--- config.mk ---
export PLATFORM = sky130hd
export DESIGN_NAME = word_narrower_16in_8out
export DESIGN_NICKNAME = d
export VERILOG_FILES = /design/src/rtl/word_narrower_16in_8out.sv
export SDC_FILE = /design/constraint.sdc
export NUM_CORES = 1
export LEC_CHECK = 0
export CORE_MARGIN = 2
export CORE_UTILIZATION = 40
export CTS_CLUSTER_SIZE = 25
export DETAILED_ROUTE_END_ITERATION = 8
export DONT_BUFFER_PORTS = 1
export PLACE_DENSITY_LB_ADDON = 0.15
export SYNTH_ARGS = -nofsm -noshare
export SYNTH_HDL_FRONTEND = slang
export SYNTH_SLANG_ARGS = --single-unit
--- constraint.sdc ---
create_clock -name clk -period 1.21 [get_ports clk]
set_input_delay 0.3025 -clock clk [delete_from_list [all_inputs] [get_ports clk]]
set_output_delay 0.3025 -clock clk [all_outputs]
set_load 0.02 [all_outputs]
--- src/rtl/word_narrower_16in_8out.sv ---
// rtl/word_narrower_16in_8out.sv - splits 16-bit words into a valid/ready byte stream
// One word per handshake, two bytes out (one when compact drops a zero high byte).
module word_narrower_16in_8out #(
  parameter logic LOW_FIRST = 1'b1
) (
  input  logic        clk,
  input  logic        reset_n,
  input  logic [15:0] bit16_in,
  input  logic        in_valid,
  input  logic        compact,
  output logic        in_ready,
  output logic [7:0]  bit8_out,
  output logic        out_valid,
  input  logic        out_ready,
  output logic        out_last,
  output logic        busy,
  output logic [15:0] byte_count
);

  localparam logic [1:0] IDLE   = 2'd0;
  localparam logic [1:0] FIRST  = 2'd1;
  localparam logic [1:0] SECOND = 2'd2;

  logic [1:0]  state_q, state_d;
  logic [15:0] word_q, word_d;
  logic [7:0]  byte_q, byte_d;
  logic        last_q, last_d;
  logic [15:0] count_q, count_d;
  logic        out_take;
  logic        in_take;
  logic        drop;

  assign out_valid  = (state_q != IDLE);
  assign out_take   = out_valid && out_ready;
  // Ready is held low during reset even though the state already reads IDLE.
  assign in_ready   = reset_n && ((state_q == IDLE) || (out_take && last_q));
  assign in_take    = in_valid && in_ready;
  assign drop       = compact && (bit16_in[15:8] == 8'h00);
  assign bit8_out   = byte_q;
  assign out_last   = last_q;
  assign busy       = (state_q != IDLE);
  assign byte_count = count_q;

  always_comb begin
    state_d = state_q;
    word_d  = word_q;
    byte_d  = byte_q;
    last_d  = last_q;
    count_d = count_q;
    if (out_take) begin
      count_d = count_q + 16'd1;
      if (last_q) begin
        state_d = IDLE;
        byte_d  = 8'h00;
        last_d  = 1'b0;
      end else begin
        state_d = SECOND;
        byte_d  = LOW_FIRST ? word_q[15:8] : word_q[7:0];
        last_d  = 1'b1;
      end
    end
    // A new word overrides the return to IDLE so back-to-back words have no bubble.
    if (in_take) begin
      state_d = FIRST;
      word_d  = bit16_in;
      byte_d  = (drop || LOW_FIRST) ? bit16_in[7:0] : bit16_in[15:8];
      last_d  = drop;
    end
  end

  always_ff @(posedge clk or negedge reset_n) begin
    if (!reset_n) begin
      state_q <= IDLE;
      word_q  <= 16'h0000;
      byte_q  <= 8'h00;
      last_q  <= 1'b0;
      count_q <= 16'h0000;
    end else begin
      state_q <= state_d;
      word_q  <= word_d;
      byte_q  <= byte_d;
      last_q  <= last_d;
      count_q <= count_d;
    end
  end

endmodule

==> reports/qor.csv, run 1 <==
metric,value,unit
Synth Warn #,0,
hold path endpoint,state_q[1]$_DFFE_PN0P_,
Detailed Route WL,3750,um
Synth Area in XOR/XNOR,8.41,%
post-route insts no fill,238,
post-synthesis compound-gate area fraction,11.0,%
Worst R2R Start,state_q[1]$_DFFE_PN0P_,
Lkg Pwr,1.02,nW
clock sinks,35,
CTS tree,yes,
register area share after synthesis,52.6,%
Final Wtd Congestion,0.739,
overall power,0.00518,W
area grow syn2layout,39.1,%
antenna cells,0,
final setup margin,-0.310,ns
drt first pass iters,3,
initial antenna violation count,0,
Worst Path Max Fanout,3,
via count,1197,
Peak Freq,658,MHz
min cycle time layout,1.52,ns
Detail Route Antenna Nets,0,
All-Layer GR Usage,17.8,%
Bufs on Longest Clock Path,2,
HP Start,out_ready,
largest family of logic cells by synthesized area,simple AND/OR/NAND/NOR gates,
initial DRC count,60,
Post-Syn Area,1670,um^2
cell count after synthesis,138,
unrepaired setup endpoints after global routing,true,
Post-DP HPWL,2440,um
Synth Area in Adders,0.751,%
Worst setup EP type,output pin,
CTS buffer count,5,
pwr dens,2240,nW/um^2
Place WS,-0.159,ns
Post-Syn Nets,160,
Synth area leader,dfrtp_1,
CP arrival,1.22,ns
height of the die,68.5,um
per-cell routed wire length,15.7,um
"EDFF count, synth",0,
FP Rows,23,
I/O pin cnt,49,
routed vias/inst,5.03,
worst-skew pair later-pin latency,0.28,ns
share of layout cells above drive strength 1,56.9,%
Slew Limit Fails,0,
"Top FF cell, synth",dfrtp_1,
vias in the first global route,1250,
pin count of the biggest net entering global routing,36,
first-pass GRT wire length,6010,um
Die ar.,4700,um^2
PortBufs,0,
drt drc,0,
placed cell count,213,
Congestion Overflow GR,0,
Slew @ Worst Pin,0.295,ns
"IR drop worst, VDD",1.19,mV
Fin. Hold Viols,0,
simple-gate share of the synthesized area,17.9,%
slowest CP cell,dfrtp_1,
crit-path cells,"buf_6, or2_4, buf_8",
Synth area leaders,"dfrtp_1, a21oi_2, xnor2_1, mux2_2, nor3b_1",
status,finished with violations,
H-Tree Depth,2,
WP data required,0.91,ns
Max transition margin,80.2,%
#FFs+latches synth,35,
final setup violation count,37,
Initial Utilization,41.6,%
crit path kind,register to output pin,
CORE AREA,4000,um^2
Worst-path clk slew,0.07,ns
synth cell count leaders,"dfrtp_1, a21oi_2, xnor2_1, nor2_1",
setup TNS,-5.81,ns
largest stage delay on the critical path,0.42,ns
chip width,68.5,um
most frequent cell after synthesis,dfrtp_1,
failing checks,negative setup slack,
Synth cell types,32,
Final period util,126,%
Hold Crit Depth,1,
worst reg2reg path depth,7,
nets,209,
Clock Skew,0.00622,ns
Hold Crit Class,input port to register,
reg2reg end,byte_count[9]$_DFFE_PN0P_,
Setup crit start,state_q[0]$_DFFE_PN0P_,
"Async S/R FF share, synth",100,%
post-synth top area share,52.6,%
Filler Cell Count,334,
max cap viols,0,
mux contribution to synthesized area,5.63,%
Clk Tree Root Cell,clkbuf_8,
Register-to-Register Setup Slack,-0.21,ns
CP startpoint kind,register,
"Avg Cell Area, Syn",12.1,um^2
## worst max-delay path by stage
stage,end,slack (ns)
2_1_floorplan,byte_count[12]$_DFFE_PN0P_,-0.13
3_3_place_gp,bit8_out[5]$_DFFE_PN0P_,-0.10
3_5_place_dp,bit8_out[4]$_DFFE_PN0P_,-0.16
4_1_cts,busy,-0.31
5_1_grt,out_valid,-0.35
6_report,busy,-0.31
## sequential cells by signal (all words and copies together) (netlist names)
name and count:
word_q 8, out_last 1, bit8_out 8, byte_count 16, state_q 2
## cell usage in the layout, fill, tap and decap left out, types with 2 or more instances in the layout
cell type  instances
and3_1             2
inv_1              2
nand3_1            2
buf_12             4
xor2_1             3
clkinv_2           3
nand2_1            8
clkbuf_8           5
nor2_1             8
nand3_2            3
nor3b_1            4
o21ai_0            2
nor3_4             2
nand4_1            6
dfrtp_1           23
buf_4             29
mux2_2             7
nor3b_2            4
dfrtp_2           12
or2_4              2
buf_6             11
a21oi_2           16
a21oi_1            2
xnor2_1           13
## power by group
part | internal [W] | switching (W) | total (W)
Combinational | 0.00127 | 0.000996 | 0.00227
Clock | 0.000394 | 0.000419 | 0.000812
Sequential | 0.00159 | 0.000510 | 0.00210
## stage by stage
| step | hold slack [ns] | cell area [um^2] | utilization [%] |
|---|---|---|---|
| finish | 0.0979 | 2320 | 57.9 |
| global route | 0.0915 | 2320 | 57.9 |
| CTS | 0.0861 | 2220 | 55.4 |
| detailed placement | 0.00833 | 1970 | 49.2 |
| global placement | 0.00806 | 1970 | 49.2 |
| floorplan | 0.00691 | 1710 | - |
## routing by layer
metal / wire length (um) / vias to the layer above / track usage, % / part of all wire [%]
li1: - / 580 / - / -
met1: 1440 / 577 / 20.7 / 38
met2: 1930 / 35 / 28.7 / 51
met3: 335 / 5 / 8.12 / 8.9
met4: 42 / 0 / 6.75 / 1.1
met5: 0 / - / 0 / 0
## area by class of cell
cell class	count	area, um^2	area share (%)
tap	50	62.6	2.70
timing repair buffer	47	474	20.5
inverter	2	7.51	0.324
clock buffer	5	68.8	2.97
multi-input combinational	96	798	34.4
sequential	35	891	38.4
clock inverter	3	15.0	0.648
## cell families after synthesis
| kind of cell | after synthesis |
|---|---|
| compound gates | 22 |
| xor+xnor | 16 |
| fa+ha+maj | 1 |
| buf+inv | 8 |
| flops | 35 |
| simple gates | 48 |
| mux | 8 |
## timing repair
action	in CTS	in global routing
pin swaps	9	8
buffers inserted	8	5
endpoints found under the hold margin	35	0
cloned	1	1
gates resized for setup	11	13
setup endpoints to repair	37	43
hold buffers	2	0
## worst max-delay path, delay by kind of cell, from the launching register on
| family | cells | cell delay (ns) |
|---|---|---|
| DFF | 1 | 0.42 |
| buffers and inverters | 2 | 0.27 |
| and+or+nand+nor | 1 | 0.25 |
Note: power is estimated with default switching activity, not from simulation.
==> run 2, diff against run 1 <==
CELL_PAD_IN_SITES_DETAIL_PLACEMENT = 0   (was default)
CELL_PAD_IN_SITES_GLOBAL_PLACEMENT = 1   (was default)
CTS_BUF_LIST = sky130_fd_sc_hd__clkbuf_16   (was default)
==> run 2 against run 1 <==
Effect of this change: the run still ends with negative setup slack left; sequential share of layout area is 2.9 points lower; non-clock buffer count up 5; clock power increased by 47%; maximum frequency barely moved; worst setup slack hardly changed; highest routed layer unchanged; flip-flop and latch count unchanged; critical endpoint is now out_valid; critical path depth unchanged; global-route usage is 1.2 points higher.
==> reports/qor.csv, run 2 (synthesis gave the netlist of run 1 again) <==
metric,value,unit,change
Peak Freq,658,MHz,about the same
nets,213,,was 209
area grow syn2layout,50.8,%,was 39.1%
met2 Track Usage GR,31.7,%,was 28.7%
vias in the first global route,1329,,was 1250
pwr dens,2310,nW/um^2,was 2240 nW/um^2
Die ar.,4700,um^2,unchanged
"IR drop worst, VDD",1.28,mV,was 1.19 mV
Final period util,126,%,about the same
max reg flops,16,,unchanged
Sw Share,35.1,%,was 37.1%
failing checks,negative setup slack,,unchanged
initial DRC count,42,,was 60
Int Power,0.00377,W,was 0.00326 W
Worst Path Max Fanout,3,,unchanged
final setup violation count,36,,was 37
pin count of the biggest net entering global routing,36,,unchanged
CP arrival,1.22,ns,about the same
Worst setup EP type,output pin,,unchanged
most used routing layer,met2,,unchanged
CORE AREA,4000,um^2,unchanged
share of layout cells above drive strength 1,62.0,%,was 56.9%
highest-count cells in the layout ignoring fill and taps,"buf_4, dfrtp_1, a21oi_2, buf_6, dfrtp_2",,"was buf_4, dfrtp_1, a21oi_2, xnor2_1, dfrtp_2"
met1 GRT Util,22.2,%,was 20.7%
overall power,0.00581,W,was 0.00518 W
placed cell count,213,,unchanged
worst-skew pair later-pin latency,0.28,ns,about the same
Slew @ Worst Pin,0.292,ns,was 0.295 ns
PortBufs,0,,unchanged
post-route insts no fill,242,,was 238
Clk Tree Root Cell,clkbuf_16,,was clkbuf_8
WP data required,0.91,ns,about the same
met3 GRT Util,6.49,%,was 8.12%
Detailed Route WL,3890,um,was 3750 um
FP Rows,23,,unchanged
"commonest non-fill, non-tap cell in the layout",buf_4,,unchanged
critical path's top delay family,flip-flops,,unchanged
combinational share of power,43.1,%,was 43.8%
Fin. Hold Viols,0,,unchanged
routed vias/inst,5.10,,was 5.03
unrepaired setup endpoints after global routing,true,,unchanged
max cap viols,0,,unchanged
final setup margin,-0.310,ns,about the same
CP startpoint kind,register,,unchanged
Max transition margin,80.6,%,was 80.2%
slowest CP cell,dfrtp_2,,was dfrtp_1
Final Wtd Congestion,0.710,,was 0.739
Worst Path Buf+Inv,2,,unchanged
height of the die,68.5,um,unchanged
Initial Utilization,41.6,%,unchanged
largest stage delay on the critical path,0.42,ns,about the same
Clk pwr share,20.5,%,was 15.7%
initial antenna violation count,0,,unchanged
Detail Route Antenna Nets,0,,unchanged
Bufs on Longest Clock Path,2,,unchanged
Worst-path clk slew,0.05,ns,was 0.07 ns
CTS buffer count,5,,unchanged
register area,893,um^2,was 891 um^2
I/O pin cnt,49,,unchanged
Lkg Pwr,1.08,nW,was 1.02 nW
sequential power share,36.4,%,was 40.5%
drt first pass iters,4,,was 3
crit-path cells,"buf_6, or2_4, buf_8",,unchanged
via count,1234,,was 1197
first-pass GRT wire length,6330,um,was 6010 um
Slew Limit Fails,0,,unchanged
sw power,0.00204,W,was 0.00192 W
Hold Crit Class,input port to register,,unchanged
antenna cells,0,,unchanged
status,finished with violations,,unchanged
per-cell routed wire length,16.1,um,was 15.7 um
drt drc,0,,unchanged
Clock Skew,0.00332,ns,was 0.00622 ns
chip width,68.5,um,unchanged
Filler Cell Count,326,,was 334
crit path kind,register to output pin,,unchanged
CTS tree,yes,,unchanged
worst hold margin,0.0900,ns,was 0.0979 ns
H-Tree Depth,2,,unchanged
clock sinks,35,,unchanged
area of the multi-input gates,867,um^2,was 798 um^2
Post-DP HPWL,2590,um,was 2440 um
min cycle time layout,1.52,ns,about the same
All-Layer GR Usage,19.0,%,was 17.8%
Congestion Overflow GR,0,,unchanged
==> run 2: cell types whose count changed in the layout (fill, tap and decap cells not counted), sizes merged <==
cell and delta:
buf +5, clkinv -1, inv +1, nand3 -1
==> run 2: repair_timing <==
| action | 4_1_cts | 5_1_grt |
|---|---|---|
| hold buffers | 2 | 0 |
| setup endpoints to repair | 34 | 39 |
| buffers inserted | 16 | 4 |
| resized for setup | 49 | 13 |
| pin swaps | 13 | 7 |
| endpoints found under the hold margin | 35 | 0 |
| gates cloned | 0 | 0 |
==> run 2: path summary, 6_finish.rpt <==
path,from,to,slack [ns],cells after the start
max reg2reg,state_q[1]$_DFFE_PN0P_,word_q[14]$_DFFE_PN0P_,-0.25,6
min in group asynchronous,reset_n,byte_count[4]$_DFFE_PN0P_,0.47,2
max,state_q[0]$_DFFE_PN0P_,out_valid,-0.31,3
max in group asynchronous,reset_n,state_q[0]$_DFFE_PN0P_,0.53,2
min,out_ready,state_q[0]$_DFFE_PN0P_,0.09,1
min reg2reg,word_q[15]$_DFFE_PN0P_,word_q[15]$_DFFE_PN0P_,0.50,1
==> run 2: metrics by stage <==
step | setup slack, ns | area [um^2] | TNS (ns) | utilization [%]
floorplan | -0.132 | 1710 | -0.608 | -
global placement | -0.174 | 1960 | -2.26 | 48.9
detailed placement | -0.209 | 1960 | -3.87 | 48.9
CTS | -0.312 | 2430 | -5.69 | 60.7
global route | -0.339 | 2510 | -8.29 | 62.8
finish | -0.310 | 2510 | -6.02 | 62.8
==> run 2: final cells by class <==
cell class | instances | area share, %
Sequential cell | 35 | 35.6
Timing Repair Buffer | 52 | 21.7
Inverter | 2 | 0.299
Multi-Input combinational cell | 95 | 34.5
Tap cell | 50 | 2.49
Clock inverter | 3 | 0.448
Clock buffer | 5 | 4.98
==> run 2: power by group through the flow <==
stage / clock network (W) / registers (W) / logic [W]
2_1_floorplan: 0 / 0.00220 / 0.00113
3_3_place_gp: 0 / 0.00210 / 0.00175
3_5_place_dp: 0 / 0.00212 / 0.00181
4_1_cts: 0.00123 / 0.00211 / 0.00237
5_1_grt: 0.00127 / 0.00217 / 0.00272
6_report: 0.00119 / 0.00211 / 0.00250
==> run 2: per-layer routing <==
layer,part of all wire (%),vias up
li1,-,590
met1,40,602
met2,52,34
met3,6.4,8
met4,1.7,0
met5,0,-
==> run 2: worst register-to-register path, stage by stage (launching register included) <==
cell and delay [ns]:
dfrtp_2 0.43, buf_6 0.13, o2bb2ai_4 0.15, buf_6 0.12
nand3_4 0.07, buf_12 0.16, mux2_4 0.29
